**src/rtl/oam_dma_controller_pkg.sv**
```systemverilog
// Shared NES CPU-bus constants and the sprite DMA state encoding.
package NesBus;

    localparam logic [15:0] OAM_DMA_REG  = 16'h4014;
    localparam logic [15:0] OAM_DATA_REG = 16'h2004;

    typedef enum logic [2:0] {
        IDLE,
        HALT,
        ALIGN,
        READ,
        WRITE
    } dma_state_t;

endpackage

```
**src/rtl/oam_dma_controller.sv**
```systemverilog
// Sprite DMA sequencer and CPU-bus arbiter: copies page $XX00-$XXFF to $2004.
// Define OAM_DMA_ALIGN_EN to add the get/put ALIGN cycle after HALT.
module oam_dma_controller
    import NesBus::*;
#(
    parameter int unsigned READ_LAT = 1
) (
    input  logic        clk,
    input  logic        rst_n,
    input  logic        cpu_ce,
    input  logic        cpu_cs,
    input  logic        cpu_rd,
    input  logic        cpu_wr,
    input  logic [15:0] cpu_addr,
    input  logic [7:0]  cpu_wdata,
    output logic        rdy,
    output logic        bus_cs,
    output logic        bus_rd,
    output logic        bus_wr,
    output logic [15:0] bus_addr,
    output logic [7:0]  bus_wdata,
    input  logic [7:0]  bus_rdata,
    output logic        dma_active
);

    if (READ_LAT < 1) begin : g_lat_check
        $error("READ_LAT must be at least 1");
    end

    dma_state_t state;
    dma_state_t state_nxt;
    logic [7:0] page;
    logic [7:0] idx;
    logic [7:0] data_q;
    logic       trigger;

    assign trigger = cpu_ce && !cpu_cs && cpu_wr && (cpu_addr == OAM_DMA_REG);

`ifdef OAM_DMA_ALIGN_EN
    // Parity of the current CPU cycle: 0 = get, 1 = put.
    logic put;

    always_ff @(posedge clk) begin
        if (!rst_n) begin
            put <= 1'b0;
        end else if (cpu_ce) begin
            put <= ~put;
        end
    end
`endif

    always_ff @(posedge clk) begin
        if (!rst_n) begin
            state <= IDLE;
        end else if (cpu_ce) begin
            state <= state_nxt;
        end
    end

    always_comb begin
        state_nxt = state;
        unique case (state)
            IDLE: begin
                if (trigger) begin
                    state_nxt = HALT;
                end
            end
            HALT: begin
`ifdef OAM_DMA_ALIGN_EN
                state_nxt = put ? READ : ALIGN;
`else
                state_nxt = READ;
`endif
            end
            ALIGN: state_nxt = READ;
            READ:  state_nxt = WRITE;
            WRITE: state_nxt = (idx == 8'hFF) ? IDLE : READ;
            default: state_nxt = IDLE;
        endcase
    end

    always_ff @(posedge clk) begin
        if (!rst_n) begin
            page   <= 8'h00;
            idx    <= 8'h00;
            data_q <= 8'h00;
        end else if (cpu_ce) begin
            if (state == IDLE && trigger) begin
                page <= cpu_wdata;
                idx  <= 8'h00;
            end
            if (state == READ) begin
                data_q <= bus_rdata;
            end
            if (state == WRITE) begin
                idx <= idx + 8'h01;
            end
        end
    end

    // Outputs decode the registered state; only IDLE is a combinational bypass.
    always_comb begin
        rdy        = 1'b0;
        dma_active = 1'b1;
        bus_cs     = 1'b1;
        bus_rd     = 1'b0;
        bus_wr     = 1'b0;
        bus_addr   = 16'h0000;
        bus_wdata  = data_q;
        unique case (state)
            IDLE: begin
                rdy        = 1'b1;
                dma_active = 1'b0;
                bus_cs     = cpu_cs;
                bus_rd     = cpu_rd;
                bus_wr     = cpu_wr;
                bus_addr   = cpu_addr;
                bus_wdata  = cpu_wdata;
            end
            READ: begin
                bus_cs   = 1'b0;
                bus_rd   = 1'b1;
                bus_addr = {page, idx};
            end
            WRITE: begin
                bus_cs   = 1'b0;
                bus_wr   = 1'b1;
                bus_addr = OAM_DATA_REG;
            end
            default: begin
            end
        endcase
    end

endmodule

```
**config.mk**
```make
export PLATFORM = sky130hd
export DESIGN_NAME = oam_dma_controller
export DESIGN_NICKNAME = d
export VERILOG_FILES = /design/src/rtl/oam_dma_controller_pkg.sv /design/src/rtl/oam_dma_controller.sv
export SDC_FILE = /design/constraint.sdc
export NUM_CORES = 1
export LEC_CHECK = 0
export BUFFER_PORTS_ARGS = -buffer_cell sky130_fd_sc_hd__buf_4
export CORE_ASPECT_RATIO = 0.5
export CORE_UTILIZATION = 43
export DETAILED_ROUTE_END_ITERATION = 6
export GPL_ROUTABILITY_DRIVEN = 0
export PLACE_DENSITY = 0.8
export SLEW_MARGIN = 25
export SYNTH_ARGS = -nofsm -noshare
export SYNTH_HDL_FRONTEND = slang
export SYNTH_SLANG_ARGS = --single-unit
```
**constraint.sdc**
```tcl
create_clock -name clk -period 1.5 [get_ports clk]
set_input_delay 0.075 -clock clk [delete_from_list [all_inputs] [get_ports clk]]
set_output_delay 0.075 -clock clk [all_outputs]
set_load 0.03 [all_outputs]
```
### After elaboration in Yosys (flattened, before gate mapping)

Index checks and enable logic that the tools add are counted.

* flip-flop bits (word level): 27
* bits of input ports: 38
* output and inout port bits: 29
* logic and storage cells: 37

* $add $sub $neg: 1
* eq/ne operators: 7
* mux-type cells: 12
* reduce and logical (&&, ||, !) cells: 13

Operators with widths (count)
* $pmux W16 S3: 1
* $mux W8: 3
* $eq A16 B15 Y1 const B: 1
* $pmux W3 S4: 1
* $add A8 B1 Y8 const B: 1
* $eq A8 B8 Y1 const B: 1
* $reduce_and A2 Y1: 4
* $eq A3 B2 Y1 const B: 2
* $pmux W1 S2: 3
* $logic_and A1 B1 Y1: 4
* $reduce_or A2 Y1: 2
* $eq A3 B1 Y1 const B: 1
* $eq A3 B3 Y1 const B: 1
* $logic_not A3 Y1: 1
* $mux W3: 1
* $mux W1: 2
* $mux W2: 1
* $ne A2 B2 Y1 const B: 1
* $reduce_bool A2 Y1: 1
* $logic_not A1 Y1: 1

### Logic depth before layout (Yosys ltp)

* word-level depth: 7
* depth in mapped cells: 6
* depth with buffers taken out: 5

### Worst setup path after synthesis

No wires, ideal clock.

* path kind: register to output
* from: reg state[2]
* to: out bus_cs
* arrival time: 1549 ps
* required time: 1425 ps
* setup slack: -124 ps
* stages on the path, launching flop included: 6
* path buffers: 3
* cell sequence: dfxtp_1 > buf_2 > and3b_1 > buf_2 > buf_2 > a21oi_1

* cells in the longest elaborated chain, start to end: 3
* elaborated cells on any way between the ends: 5

RTL lines
* from (decl): line oam_dma_controller.sv:30 `dma_state_t state;`
* from (signal assigned): line oam_dma_controller.sv:56 `state <= state_nxt;`
* $eq A3 B2 Y1 / $eq A3 B3 Y1 (equally long branches): line oam_dma_controller.sv:110 `unique case (state)`
* $reduce_or A2 Y1 (no line)
* $pmux W1 S2 *: line oam_dma_controller.sv:110
* to (decl): line oam_dma_controller.sv:17 `output logic bus_cs,`

Mark *: on every way between the ends. The rest lies on a longest branch, timed or not.

### Worst setup path after layout

* from: reg state[2]
* to: out bus_addr[2]

* cells in the longest elaborated chain, start to end: 2
* elaborated cells on any way between the ends: 4

RTL lines
* $eq A3 B3 Y1, or another cell as far along: line oam_dma_controller.sv:110
* $pmux W16 S3 *: line oam_dma_controller.sv:110
* to (decl): line oam_dma_controller.sv:20 `output logic [15:0] bus_addr,`

Marked as above.

==> out/summary.txt <==
outcome: complete, but fails checks
failing checks: negative setup slack
leak pwr: 0.00114 uW
global-route wire length before repair: 8150 microns
share of cells above drive strength 1: 44.0%
Min-Delay Path Depth: 3
Die Width: 89.1 microns
# setup viols final: 24
most used cell, CP: buf_4
Worst R2R End: state[0]
Final Hold Viols: 0
Mapped Cells: 212
Num CTS Buffers: 3
Crit Path Class: flip-flop to primary output
critical path's largest stage delay: 0.38 ns
Final Max Slew Viols: 0
CTS tree: built
Area Growth Syn to Fin: 59.8%
ys async rst share: 0%
grt ovf: 0
CTS root buffer: clkbuf_8
initial antenna violation count: 0
sequential share of the synthesized area: 33.1%
Hold Path Origin: bus_rdata[2]
DR iter-0 viols: 248
placed inst area: 2270 sq um
post-DP HPWL: 3580 microns
CP arrival: 1.55 ns
core area: 3530 sq um
Area contributors post-synth: dfxtp_1, nand2_1, a22o_1, mux2i_1, a21oi_1
CP max FO: 7
clk_lat worst skew: 0.29 ns
Setup TNS Final: -1.18 ns
post-route cell area: 2610 sq um
Worst R2R Path Depth: 5
largest net degree at the start of global routing: 34
Worst Hold Class: primary input to flip-flop
num rows: 15
TritonRoute pass-1 iters: 6
CP Cell Sequence: buf_4, buf_4, o21ai_0, nand2_2, buf_6
FMAX: 0.616 GHz
H-tree levels: 1
Max-cap violations: 0
total design power: 1500 uW
vias in the first global route: 1784
Worst EP required: 1.42 ns
Final #Nets: 338
drt wl/cell: 17.0 microns
Max IR drop VDD: 0.327 mV
RSZ-0062 raised after global routing: true
Worst-path clk slew: 0.10 ns
Slew @ Worst Pin: 0.341 ns
PortBufs: 66
Seq cells post-synth: 27
Slew HR: 77.0%
Net Count, Synth: 251
top cell type's share of synthesized area: 33.1%
WHS: 0.0238 ns
CP Capture Type: primary output
Residual DRC: 0
WL final: 5930 microns
EDFF count, synth: 0
CTS Sinks: 27
most frequent cells after synthesis: nand2_1, dfxtp_1, a22o_1
fin crit share: 108%
synth unique cells: 45
vias: 2043
IO Pins: 67
clock skew: 0.00439 ns
area leader, netlist: dfxtp_1
Synth Area per Inst: 7.70 sq um
vias per inst: 5.85
total track usage: 26.8%
final worst setup slack: -0.123 ns
reg-to-reg setup timing slack: -0.04 ns
Mapped Area: 1630 sq um
Post-synth top flop: dfxtp_1
most frequent cell after synthesis: nand2_1
Slowest cell on crit path: dfxtp_4
dpl ws: 0.00395 ns
Die Area: 4060 sq um
WHS Endpoint: data_q[2]
Die Ht: 45.6 microns
PwrDens: 576 nW/um^2
post-route ant nets: 0
Starting Density: 46.3%
FF-to-FF Start: state[1]
Yosys Warn Count: 0
Clock Tree Buf Depth: 2
minimum clock period: 1.62 ns
Startpoint Class: flip-flop
antenna cells: 0
[area by class of cell]
| class | count | area (sq um) |
|---|---|---|
| clock buffer | 3 | 41.3 |
| multi-input combinational | 165 | 1030 |
| inverter | 2 | 10.0 |
| tap | 51 | 63.8 |
| fill | 259 | 918 |
| sequential | 27 | 557 |
| timing repair buffer | 100 | 896 |
| clock inverter | 1 | 8.76 |
[power by group]
part	internal [uW]	switching, uW	total, uW
clock	196	259	455
sequential	709	0.00216	709
combinational	164	176	340
[cell usage in the layout (no fill, tap or decap), drive strengths merged, types with 2 or more instances in the layout]
master,n
inv,3
nand2,65
o21ai,7
and2,2
a22o,15
nand3,11
nand2b,3
a21o,2
nand4,5
mux2i,8
o211ai,5
a21oi,11
buf,99
dfxtp,27
mux2,2
nor2b,2
or4,3
nor2,4
clkbuf,4
o21a,2
and4,2
[worst max path at each step]
stage / startpoint / end / slack (ns) / cells past startpoint
floorplan: state[1] / state[0] / -0.005 / 5
global placement: state[1] / state[0] / 0.05 / 4
detailed placement: idx[1] / state[0] / 0.004 / 5
CTS: state[2] / bus_addr[7] / -0.008 / 5
global route: state[2] / bus_addr[2] / -0.16 / 5
finish: state[2] / bus_addr[2] / -0.12 / 5
[per-layer routing]
metal	GRT usage [%]	share of wire (%)	up-vias
li1	-	-	932
met1	32.9	41	935
met2	45.0	47	144
met3	7.25	8.2	32
met4	11.7	4.6	0
met5	0	0	-
[through the flow]
stage / instances / utilization (%)
3_5_place_dp: 333 / 64.2
5_1_grt: 349 / 74.0
2_1_floorplan: 212 / -
6_report: 349 / 74.0
3_3_place_gp: 333 / 64.2
4_1_cts: 345 / 69.5
[state kept, by name (all words and copies together), names as in the netlist]
| name | cells |
|---|---|
| data_q | 8 |
| idx | 8 |
| page | 8 |
| state | 3 |
[repair_timing]
action / 4_1_cts / 5_1_grt
resized for setup: 25 / 33
buffers inserted: 9 / 2
pin swaps: 3 / 22
hold buffers: 0 / 0
endpoints found under the setup margin: 33 / 31
gates cloned: 0 / 2
[worst max-delay path, delay by kind of cell (launching register included)]
kind / cells / cell delay, ns
simple gates: 1 / 0.12
compound gates: 1 / 0.32
buf+inv: 3 / 0.45
flops: 1 / 0.38
[cell families after synthesis]
logic type | after synthesis | share of synthesized area [%]
compound gates | 46 | 19.8
fa+ha+maj | 1 | 0.766
buf+inv | 20 | 6.44
flops | 27 | 33.1
mux | 10 | 6.28
simple gates | 108 | 33.6
Power figures use the tool's default switching activity.
